File: src/rtl/spart_receiver.sv
// spart_receiver: oversampled async serial receiver with sticky error flags
// and a first-word fall-through receive FIFO.
module spart_receiver #(
  parameter int DATA_BITS  = 8,
  parameter int OVERSAMPLE = 16,
  parameter int PARITY_EN  = 0,
  parameter int PARITY_ODD = 0,
  parameter int STOP_BITS  = 1,
  parameter int FIFO_DEPTH = 4
) (
  input  logic                          clk,
  input  logic                          reset,
  input  logic                          RxD,
  input  logic                          baud_rate_generator,
  input  logic                          rd_en,
  input  logic                          clr_err,
  output logic [DATA_BITS-1:0]          receiver_buffer,
  output logic                          RDA,
  output logic [$clog2(FIFO_DEPTH):0]   fifo_count,
  output logic                          framing_err,
  output logic                          parity_err,
  output logic                          overrun
);

  localparam int TW = $clog2(OVERSAMPLE);
  localparam int BW = 4;
  localparam int AW = $clog2(FIFO_DEPTH);
  localparam int CW = AW + 1;
  localparam logic ODD = (PARITY_ODD != 0);

  typedef enum logic [2:0] {
    IDLE, START, DATA, PARITY, STOP
  } state_t;

  state_t               state_q, state_d;
  logic [1:0]           sync_q;
  logic                 rx_s;
  logic [TW-1:0]        tick_q, tick_d;
  logic [BW-1:0]        bit_q, bit_d;
  logic [DATA_BITS-1:0] sh_q, sh_d;
  logic                 pbad_q, pbad_d;
  logic                 fbad_q, fbad_d;
  logic                 armed_q, armed_d;
  logic                 done;
  logic                 last, half;
  logic                 push_q, perr_q, ferr_q;

  logic [DATA_BITS-1:0] mem [FIFO_DEPTH];
  logic [AW-1:0]        wr_ptr, rd_ptr;
  logic [CW-1:0]        count_q;
  logic                 full, empty, do_pop, do_push, drop;

  assign rx_s = sync_q[1];
  assign last = (tick_q == TW'(OVERSAMPLE - 1));
  assign half = (tick_q == TW'(OVERSAMPLE / 2 - 1));

  // Two-flop synchronizer for the asynchronous line, idles high.
  always_ff @(posedge clk or negedge reset) begin
    if (!reset) sync_q <= 2'b11;
    else        sync_q <= {sync_q[0], RxD};
  end

  // Receive FSM state and datapath registers.
  always_ff @(posedge clk or negedge reset) begin
    if (!reset) begin
      state_q <= IDLE;
      tick_q  <= '0;
      bit_q   <= '0;
      sh_q    <= '0;
      pbad_q  <= 1'b0;
      fbad_q  <= 1'b0;
      armed_q <= 1'b1;
      push_q  <= 1'b0;
      perr_q  <= 1'b0;
      ferr_q  <= 1'b0;
    end else begin
      state_q <= state_d;
      tick_q  <= tick_d;
      bit_q   <= bit_d;
      sh_q    <= sh_d;
      pbad_q  <= pbad_d;
      fbad_q  <= fbad_d;
      armed_q <= armed_d;
      push_q  <= done & ~pbad_q & ~fbad_d;
      perr_q  <= done & pbad_q;
      ferr_q  <= done & fbad_d;
    end
  end

  // Next-state logic; a frame ending on a low line (break) disarms the
  // start detector until the line has been seen high again.
  always_comb begin
    state_d = state_q;
    tick_d  = tick_q;
    bit_d   = bit_q;
    sh_d    = sh_q;
    pbad_d  = pbad_q;
    fbad_d  = fbad_q;
    armed_d = armed_q;
    done    = 1'b0;
    unique case (state_q)
      IDLE: begin
        tick_d = '0;
        bit_d  = '0;
        pbad_d = 1'b0;
        fbad_d = 1'b0;
        if (rx_s)         armed_d = 1'b1;
        else if (armed_q) state_d = START;
      end
      START: if (baud_rate_generator) begin
        if (half) begin
          tick_d  = '0;
          state_d = rx_s ? IDLE : DATA;
        end else begin
          tick_d = tick_q + 1'b1;
        end
      end
      DATA: if (baud_rate_generator) begin
        if (last) begin
          tick_d = '0;
          sh_d   = {rx_s, sh_q[DATA_BITS-1:1]};
          if (bit_q == BW'(DATA_BITS - 1)) begin
            bit_d   = '0;
            state_d = (PARITY_EN != 0) ? PARITY : STOP;
          end else begin
            bit_d = bit_q + 1'b1;
          end
        end else begin
          tick_d = tick_q + 1'b1;
        end
      end
      PARITY: if (baud_rate_generator) begin
        if (last) begin
          tick_d  = '0;
          pbad_d  = rx_s != ((^sh_q) ^ ODD);
          state_d = STOP;
        end else begin
          tick_d = tick_q + 1'b1;
        end
      end
      STOP: if (baud_rate_generator) begin
        if (last) begin
          tick_d = '0;
          if (!rx_s) fbad_d = 1'b1;
          if (bit_q == BW'(STOP_BITS - 1)) begin
            bit_d   = '0;
            done    = 1'b1;
            state_d = IDLE;
            if (!rx_s) armed_d = 1'b0;
          end else begin
            bit_d = bit_q + 1'b1;
          end
        end else begin
          tick_d = tick_q + 1'b1;
        end
      end
      default: state_d = IDLE;
    endcase
  end

  assign full    = (count_q == CW'(FIFO_DEPTH));
  assign empty   = (count_q == '0);
  assign do_pop  = rd_en & ~empty;
  assign do_push = push_q & (~full | do_pop);
  assign drop    = push_q & full & ~do_pop;

  // FIFO storage; contents are only meaningful below fifo_count.
  always_ff @(posedge clk) begin
    if (do_push) mem[wr_ptr] <= sh_q;
  end

  // FIFO pointers and occupancy.
  always_ff @(posedge clk or negedge reset) begin
    if (!reset) begin
      wr_ptr  <= '0;
      rd_ptr  <= '0;
      count_q <= '0;
    end else begin
      if (do_push) wr_ptr <= wr_ptr + 1'b1;
      if (do_pop)  rd_ptr <= rd_ptr + 1'b1;
      if (do_push && !do_pop)      count_q <= count_q + 1'b1;
      else if (do_pop && !do_push) count_q <= count_q - 1'b1;
    end
  end

  // Sticky error flags; a set in the same cycle as clr_err wins.
  always_ff @(posedge clk or negedge reset) begin
    if (!reset) begin
      framing_err <= 1'b0;
      parity_err  <= 1'b0;
      overrun     <= 1'b0;
    end else begin
      framing_err <= ferr_q | (framing_err & ~clr_err);
      parity_err  <= perr_q | (parity_err & ~clr_err);
      overrun     <= drop | (overrun & ~clr_err);
    end
  end

  assign RDA             = ~empty;
  assign fifo_count      = count_q;
  assign receiver_buffer = empty ? '0 : mem[rd_ptr];

endmodule

File: config.mk
export PLATFORM = sky130hd
export DESIGN_NAME = spart_receiver
export DESIGN_NICKNAME = d
export VERILOG_FILES = /design/src/rtl/spart_receiver.sv
export SDC_FILE = /design/constraint.sdc
export NUM_CORES = 1
export LEC_CHECK = 0
export CAP_MARGIN = 20
export CORE_ASPECT_RATIO = 1.25
export CORE_MARGIN = 3
export CORE_UTILIZATION = 65
export CTS_BUF_LIST = sky130_fd_sc_hd__clkbuf_8
export CTS_CLUSTER_SIZE = 14
export DETAILED_ROUTE_END_ITERATION = 8
export PLACE_DENSITY = 0.95
export SLEW_MARGIN = 30
export SYNTH_ARGS = -nofsm -noshare
export SYNTH_HDL_FRONTEND = slang
export SYNTH_SLANG_ARGS = --single-unit
File: constraint.sdc
create_clock -name clk -period 3.7 [get_ports clk]
set_clock_uncertainty 0.05 [all_clocks]
set_input_delay 0.74 -clock clk [delete_from_list [all_inputs] [get_ports clk]]
set_output_delay 0.74 -clock clk [all_outputs]
set_load 0.03 [all_outputs]
# --- Yosys cells after proc, flatten, opt, wreduce, memory -nomap -nowiden ---
# Memory sizes are Yosys's and may differ from the RTL's.
# Cells that the tools add are included.
classes:
  n_addsub: 6
  mul: 0
  n_div: 0
  magnitude_cmp: 0
  n_eq_ne: 24
  n_shift: 0
  muxes: 48
  bitwise: 21
  reduce_logical: 20
op_table:
  columns: ["cell", "n"]
  rows:
  - ["two-way mux 3 bit", 14]
  - ["two-way mux 4 bit", 10]
  - ["inequality test 2 bit (second input constant)", 14]
  - ["case mux 4 bit (3 select lines)", 2]
  - ["two-way mux 1 bit", 16]
  - ["case mux 3 bit (5 select lines)", 1]
  - ["AND reduction 12 bit", 1]
  - ["bitwise AND 1 bit", 11]
  - ["AND reduction 3 bit", 3]
  - ["adder 4 x 1 -> 4 bit (second input constant)", 2]
  - ["== test 4 x 3 -> 1 bit (second input constant)", 2]
  - ["two-way mux 8 bit", 1]
  - ["parity 8 bit", 1]
  - ["== test 3 x 2 -> 1 bit (second input constant)", 2]
  - ["== test 3 bit (second input constant)", 2]
  - ["logical NOT 3 bit", 2]
  - ["NOT 1 bit", 6]
  - ["case mux 1 bit (2 select lines)", 3]
  - ["AND reduction 6 bit", 1]
  - ["nonzero test 2 bit", 3]
  - ["nonzero test 3 bit", 2]
  - ["AND reduction 5 bit", 1]
  - ["adder 2 x 1 -> 2 bit (second input constant)", 2]
  - ["== test 4 bit (second input constant)", 1]
  - ["other kinds (11)", 16]
word_totals:
  reg_bits: 37
  latchBits: 0
  mem_bits_rw: 32
  romBits: 0
  inputBits: 6
  out_inout_bits: 15
  wordCells: 137
  mem_count: 1
mem_list:
  columns: ["name", "words", "width", "rd", "rd_clocked_by_memory_dff", "wr", "line", "rtl"]
  rows:
  - ["mem", 4, 8, 1, 0, 1, "48", "logic [DATA_BITS-1:0] mem [FIFO_DEPTH];"]

# --- Longest topological paths before layout ---
# Gate-level depths: netlist of run 1.
depth:
  word_depth: 9
  mapped_depth: 9
  mapped_depth_nobuf: 8

# --- Worst setup path before layout of run 1 ---
# Ideal clock, no wire load.
synth_timing:
  path_kind: "in2reg"
  from: "input port rd_en"
  to: "register count_q[1] (netlist: fifo_count[1])"
  setup_ps: 125
  arrival_ps: 2246
  required_ps: 3525
  path_slack_ps: 1279
  path_stages: 7
  path_buffers: 1
  cell_sequence: "nor4b_1 -> nor2b_1 -> clkbuf_1 -> ha_1 -> inv_1 -> fa_1 -> mux2_2"
synth_between:
  elab_chain_cells: 6
  word_cells_on_any_way: 9
  classes_between: "1 x mux; 3 x bitwise; 5 x reduce/logical"
synth_rtl:
  columns: ["element", "line", "rtl"]
  rows:
  - ["from (decl)", "15", "input logic rd_en,"]
  - ["bitwise AND 1 bit *", "163", "assign do_pop = rd_en & ~empty;"]
  - ["bitwise OR 1 bit *", "164", "assign do_push = push_q & (~full | do_pop);"]
  - ["bitwise AND 1 bit *", "164", null]
  - ["via do_push", "51", "logic full, empty, do_pop, do_push, drop;"]
  - ["logical NOT 1 bit", "182", "else if (do_pop && !do_push) count_q <= count_q - 1'b1;"]
  - ["logical AND 1 bit", "182", null]
  - ["nonzero test 2 bit (no line)", null, null]
  - ["to (signal assigned)", "181", "if (do_push && !do_pop) count_q <= count_q + 1'b1;"]
  - ["to (signal assigned)", "182", null]
  - ["to (decl)", "50", "logic [CW-1:0] count_q;"]
# Mark *: on every way through the listed nets, which the timed path passes. The rest lies on a longest branch.
# A chain may end at the register's enable or synchronous reset.

# --- Worst setup path in the final report of run 1 ---
layout_timing:
  from: "register rd_ptr[0]"
  to: "output port receiver_buffer[6]"
layout_between:
  elab_chain_cells: 2
layout_rtl:
  columns: ["element", "line", "rtl"]
  rows:
  - ["from (decl)", "49", "logic [AW-1:0] wr_ptr, rd_ptr;"]
  - ["from (signal assigned)", "180", "if (do_pop) rd_ptr <= rd_ptr + 1'b1;"]
  - ["memory (4 x 8 bit)", null, null]
  - ["two-way mux 8 bit", "201", "assign receiver_buffer = empty ? '0 : mem[rd_ptr];"]
  - ["to (decl)", "17", "output logic [DATA_BITS-1:0] receiver_buffer,"]
# No other way between the ends.

==> results of run 1 <==
[metal layers]
layer / vias up / track usage (%) / share of wire, %
li1: 865 / - / -
met1: 915 / 28.9 / 43
met2: 45 / 33.4 / 51
met3: 9 / 4.82 / 4.0
met4: 0 / 10.3 / 2.0
met5: - / 0 / 0
[sequential cells by signal (all words and copies together), names as in the netlist]
| register | count |
|---|---|
| fifo_count | 3 |
| tick_q | 4 |
| pbad_q | 1 |
| rd_ptr | 2 |
| overrun | 1 |
| sync_q | 2 |
| armed_q | 1 |
| mem | 32 |
| framing_err | 1 |
| state_q | 3 |
| perr_q | 1 |
| sh_q | 8 |
| parity_err | 1 |
| ferr_q | 1 |
| push_q | 1 |
| fbad_q | 1 |
| wr_ptr | 2 |
| bit_q | 4 |
[layout by cell type (no fill, tap or decap), types with 2 or more instances in the layout]
cell type	count
dfrtp_1	34
edfxtp_1	32
clkdlybuf4s50_1	19
xnor2_1	13
and2_1	12
nor2_1	12
inv_1	10
mux2_1	10
clkbuf_8	9
mux4_2	8
nand2_1	8
ha_1	8
a21oi_1	7
o21ai_0	6
nand3_1	5
nor2b_1	4
xor2_1	4
a21o_1	3
o21ai_1	3
dfstp_2	3
nor4b_1	2
or2_1	2
mux2_2	2
maj3_2	2
o22ai_1	2
bufinv_16	2
clkinv_2	2
[worst max-delay path by stage]
stage | end | slack (ns) | cells past startpoint
global placement | fifo_count[1]$_DFFE_PN0P_ | 0.80 | 7
finish | receiver_buffer[6] | 0.53 | 3
global route | receiver_buffer[5] | 0.41 | 3
detailed placement | fifo_count[2]$_DFFE_PN0P_ | 0.68 | 9
CTS | receiver_buffer[6] | 0.49 | 3
floorplan | fifo_count[1]$_DFFE_PN0P_ | 1.28 | 7
[final cells by class]
class                      count  area [sq um]
timing repair buffer          20           195
clock buffer                   9           124
fill                         247           960
tap                           58          72.6
multi-input combinational    139          1190
sequential                    69          1890
clock inverter                 7          90.1
inverter                      10          37.5
[stage by stage]
| step | power, uW | cells |
|---|---|---|
| 2_1_floorplan | 1590 | 228 |
| 3_3_place_gp | 1800 | 296 |
| 3_5_place_dp | 1820 | 296 |
| 4_1_cts | 2470 | 312 |
| 5_1_grt | 2580 | 312 |
| 6_report | 2450 | 312 |
[power by group]
part           total (uW)  switching [uW]  internal [uW]
registers             992             139            853
clock network         654             278            375
logic                 807             408            399
[logic make-up (layout without fill, tap and decap cells)]
group	Yosys count	after routing	share of synthesized area, %
flip-flops	69	69	59.5
AO/OA/AOI/OAI	30	30	6.34
adder cells (fa/ha/maj)	12	12	4.80
buffers and inverters	20	46	3.03
XOR/XNOR	17	17	4.68
AND/OR/NAND/NOR	60	60	11.7
multiplexers	20	20	9.92
==> results.md, run 1 <==
- Dpl hpwl: 3610 um
- Placed inst area: 3390 sq um
- FF-to-FF setup slack: 1.30 ns
- Hold wc startpoint: sync_q[0]$_DFF_PN1_
- RSZ-0062 raised after global routing: no
- Worst-path clk slew: 0.07 ns
- Synth Register Bits: 69
- IO Count: 21
- TritonCTS clock tree: built
- Crit-path leading delay family: flip-flops
- Share of layout cells above drive strength 1: 16.1%
- I/O Buffers: 20
- Total CTS buffers: 9
- CP max FO: 10
- Area growth syn-to-layout: 13.3%
- CP cell instances: mux4_2, and2_1, clkdlybuf4s50_1
- Commonest cells post-synth: 34 x dfrtp_1, 32 x edfxtp_1, 13 x xnor2_1
- Hold buffers post-CTS: 0
- Number of synthesized flops with an enable pin: 32
- Initial antenna violation count: 0
- Final min period: 3.17 ns
- Root cell of the clock tree: clkbuf_8
- Max-Slew Margin vs Limit: 46.5%
- Clk_lat worst skew: 0.34 ns
- Final Cycle Share: 85.7%
- Reg2reg end: fifo_count[2]$_DFFE_PN0P_
- Residual DRC: 0
- Crit path from: rd_ptr[0]$_DFFE_PN0N_
- Synth area leader: edfxtp_1
- Grt total ovfl: 0
- First-pass GRT wire length: 8980 um
- Post_cts resized: 0
- Slew Viols, Final: 0
- Hold Path End: sync_q[1]$_DFF_PN1_
- WP buf/inv: 1
- Main flop type after synthesis: dfrtp_1
- Slowest cell on crit path: dfrtp_1
- Distinct cell type count after synthesis: 53
- WHS Path Cells: 0
- Synth area leaders: edfxtp_1 30%, dfrtp_1 27%, mux4_2 5.7%, xnor2_1 3.6%, mux2_1 3.5%
- Chip height: 84.2 um
- Mapped Area: 3180 sq um
- Deepest clock path buffer count: 2
- WL/cell: 17.1 um
- Routed wire length: 5330 um
- Post-Place Setup Slack: 0.675 ns
- Worst Tran Pin Value: 0.802 ns
- Setup slack after layout: 0.528 ns
- Sink Count: 69
- Async SR Flop Fraction: 53.6%
- # setup viols final: 0
- Worst Setup End Kind: output port
- Maxcap violations: 0
- Slowest stage delay, CP: 0.70 ns
- Path depth of the worst reg2reg path: 8
- Detailed Routing Iterations Pass 1: 4
- Vias in the first global route: 1,819
- Post-Route Utilization: 79.0%
- Die ar.: 5770 sq um
- CP startpoint kind: flip-flop
- Worst EP required: 2.91 ns
- Std-Cell Core Area: 4560 sq um
- HP Class: flip-flop to flip-flop
- Post-Syn Instances: 228
- Fin. Hold Viols: 0
- Yosys top cell area share: 30.2%
- Post-CTS setup buffers: 0
- Finished Cell Area: 3600 sq um
- Setup CP Type: flip-flop to output port
- Die width: 68.5 um
- Data arrival, critical path: 2.38 ns
- Max Clk Rate: 315 MHz
- Outcome: completed
- Vias: 1,834
- Drt initial violations: 145
- Setup TNS: 0 ns
- Synthesized area per cell: 13.9 sq um
- Placer Congestion: 0.815
- Yosys warns: 0
- Seq/Total Area, Yosys: 59.5%
- Top-count cell post-synth: dfrtp_1
- PD cells: 681 nW/um^2
- # rows: 27
- Largest net degree at the start of global routing: 38
- Global Route Usage Sum: 21.7%
- Synth Net Count: 243
- Antenna viol nets, final: 0
- Initial core utilization: 69.7%
- Final nets: 264
- Maximum vdd drop: 0.376 mV
- RR Startpoint: fifo_count[0]$_DFFE_PN0P_
- Fin Hold WS: 0.306 ns
- Static leakage: 0.00143 uW
- Antenna diodes: 0
- H-Tree Depth: 3
- Vias per cell: 5.88
No activity file was read; power rests on OpenSTA's default activity.
==> inputs of run 2 (changes only) <==
Settings changed: SLEW_MARGIN 30 to not set.
==> results of run 2 <==
Same layout as run 1: the final DEF is identical, and so are final timing and power.
==> inputs of run 3 (changes only) <==
Settings changed: CELL_PAD_IN_SITES_DETAIL_PLACEMENT set to 1, CELL_PAD_IN_SITES_GLOBAL_PLACEMENT set to 1, CORE_UTILIZATION 65 to 55.
==> run 3 against run 2 <==
Against the previous run: final cell count is 1.9% higher; non-clock buffer count stayed put; critical path depth stayed put; total power is 4.6% lower; global-route usage is 0.85 points lower; via count hardly changed; sequential share of layout area is 0.52 points higher; cell area is 0.97% lower; critical path type unchanged; largest power group unchanged.
==> results.md, run 3 (synthesis results as in run 1) <==
- PD cells: 657 nW/um^2
- Initial antenna violation count: 0
- Vias per cell: 5.77
- Deepest clock path buffer count: 2
- Top Registers: mem: 32 flops, sh_q: 8 flops
- Fin. Hold Viols: 0
- Worst-path clk slew: 0.07 ns
- Total CTS buffers: 9
- Setup slack after layout: 0.483 ns
- P_int: 1520 uW
- Outcome: completed
- Std-Cell Core Area: 5520 sq um
- Vias in the first global route: 2,083
- Placer Congestion: 0.809
- Post-CTS setup buffers: 0
- # rows: 30
- Finished Cell Area: 3570 sq um
- Initial core utilization: 57.6%
- Worst EP required: 2.91 ns
- CP cell instances: mux4_2, and2_1, clkdlybuf4s50_1
- TritonCTS clock tree: built
- Sw Pwr: 819 uW
- Antenna diodes: 0
- Worst Tran Pin Value: 0.805 ns
- CP startpoint kind: flip-flop
- Worst Setup End Kind: output port
- I/O Buffers: 20
- Antenna viol nets, final: 0
- Grt total ovfl: 0
- Die width: 74.0 um
- Maxcap violations: 0
- RSZ-0062 raised after global routing: no
- Post-Place Setup Slack: 0.571 ns
- Hold buffers post-CTS: 0
- Slowest stage delay, CP: 0.73 ns
- Final nets: 264
- Sink Count: 69
- Post_cts resized: 0
- Top reg by flops: mem
- Static leakage: 0.00142 uW
- Setup TNS: 0 ns
- Commonest non-fill, non-tap cells in the layout: 34 x dfrtp_1, 32 x edfxtp_1, 19 x clkdlybuf4s50_1
- Placed inst area: 3390 sq um
- Max Clk Rate: 311 MHz
- Chip height: 91.0 um
- IO Count: 21
- Share of total power in the clock network: 22.5%
- H-Tree Depth: 3
- FILL cells: 537
- Sequential share of power: 42.6%
- Final min period: 3.22 ns
- Residual DRC: 0
- Data arrival, critical path: 2.43 ns
- Clk_lat worst skew: 0.34 ns
- Largest net degree at the start of global routing: 38
- Leading cell type in the layout, fill and taps excluded: dfrtp_1
- Share of layout cells above drive strength 1: 15.0%
- Final Cycle Share: 86.9%
- Vias: 1,835
- Maximum vdd drop: 0.373 mV
- First-pass GRT wire length: 10,400 um
- Max reg flops: 32
- Root cell of the clock tree: clkbuf_8
- CP max FO: 10
- Routed wire length: 5940 um
- Switching Share: 35.0%
- Area growth syn-to-layout: 12.2%
- Global Route Usage Sum: 20.8%
- Max-Slew Margin vs Limit: 46.3%
- Die ar.: 6730 sq um
- HP Class: flip-flop to flip-flop
- Setup CP Type: flip-flop to output port
- Slew Viols, Final: 0
- # setup viols final: 0
- Drt initial violations: 106
- WL/cell: 18.7 um
- Detailed Routing Iterations Pass 1: 5
- Dpl hpwl: 4330 um
- Logic pwr share: 34.9%
- Slowest cell on crit path: dfrtp_1
==> run 3: final cells by class <==
type / count / area [sq um] / area share, %
Timing Repair Buffer: 20 / 195 / 5.47
Tap cell: 64 / 80.1 / 2.25
Multi-Input combinational cell: 139 / 1190 / 33.4
Clock inverter: 5 / 20.0 / 0.561
Inverter: 10 / 37.5 / 1.05
Clock buffer: 11 / 151 / 4.25
Sequential cell: 69 / 1890 / 53.0
==> run 3: worst paths after layout <==
path                                            from                        end  slack [ns]  depth (start not counted)
max                            rd_ptr[0]$_DFFE_PN0N_         receiver_buffer[6]        0.48                          3
min                              sync_q[0]$_DFF_PN1_        sync_q[1]$_DFF_PN1_        0.31                          0
max reg2reg                fifo_count[0]$_DFFE_PN0P_  fifo_count[2]$_DFFE_PN0P_        1.30                          8
min reg2reg                      sync_q[0]$_DFF_PN1_        sync_q[1]$_DFF_PN1_        0.31                          0
max in group asynchronous                      reset        sh_q[4]$_DFFE_PN0P_        2.65                          1
min in group asynchronous                      reset  fifo_count[0]$_DFFE_PN0P_        0.43                          1
==> run 3: critical path, delay by kind of cell (launching register included) <==
kind | cells | cell delay [ns]
and+or+nand+nor | 1 | 0.18
buffers and inverters | 1 | 0.59
muxes | 1 | 0.59
DFF | 1 | 0.73
==> run 3: stage by stage <==
| step | total power [uW] | utilization (%) | std cells | hold slack (ns) |
|---|---|---|---|---|
| final | 2340 | 64.6 | 318 | 0.309 |
| after global routing | 2480 | 64.6 | 318 | 0.316 |
| after CTS | 2370 | 64.6 | 318 | 0.310 |
| after detailed placement | 1840 | 61.5 | 302 | 0.298 |
| after global placement | 1810 | 61.5 | 302 | 0.299 |
| after floorplan | 1590 | - | 228 | 0.295 |
==> run 3: power by group through the flow <==
stage | Sequential [uW] | Combinational (uW) | Clock, uW
after detailed placement | 1020 | 825 | 0
after CTS | 1000 | 827 | 539
final | 998 | 817 | 526
after floorplan | 946 | 642 | 0
after global placement | 1010 | 795 | 0
after global routing | 1020 | 894 | 571
==> run 3: per-layer routing <==
layer / vias to the layer above / GRT usage [%] / share of wire [%]
met5: - / 0 / 0
met4: 0 / 9.52 / 2.5
met3: 14 / 5.09 / 2.6
met2: 25 / 34.6 / 53
met1: 932 / 25.0 / 42
li1: 864 / - / -
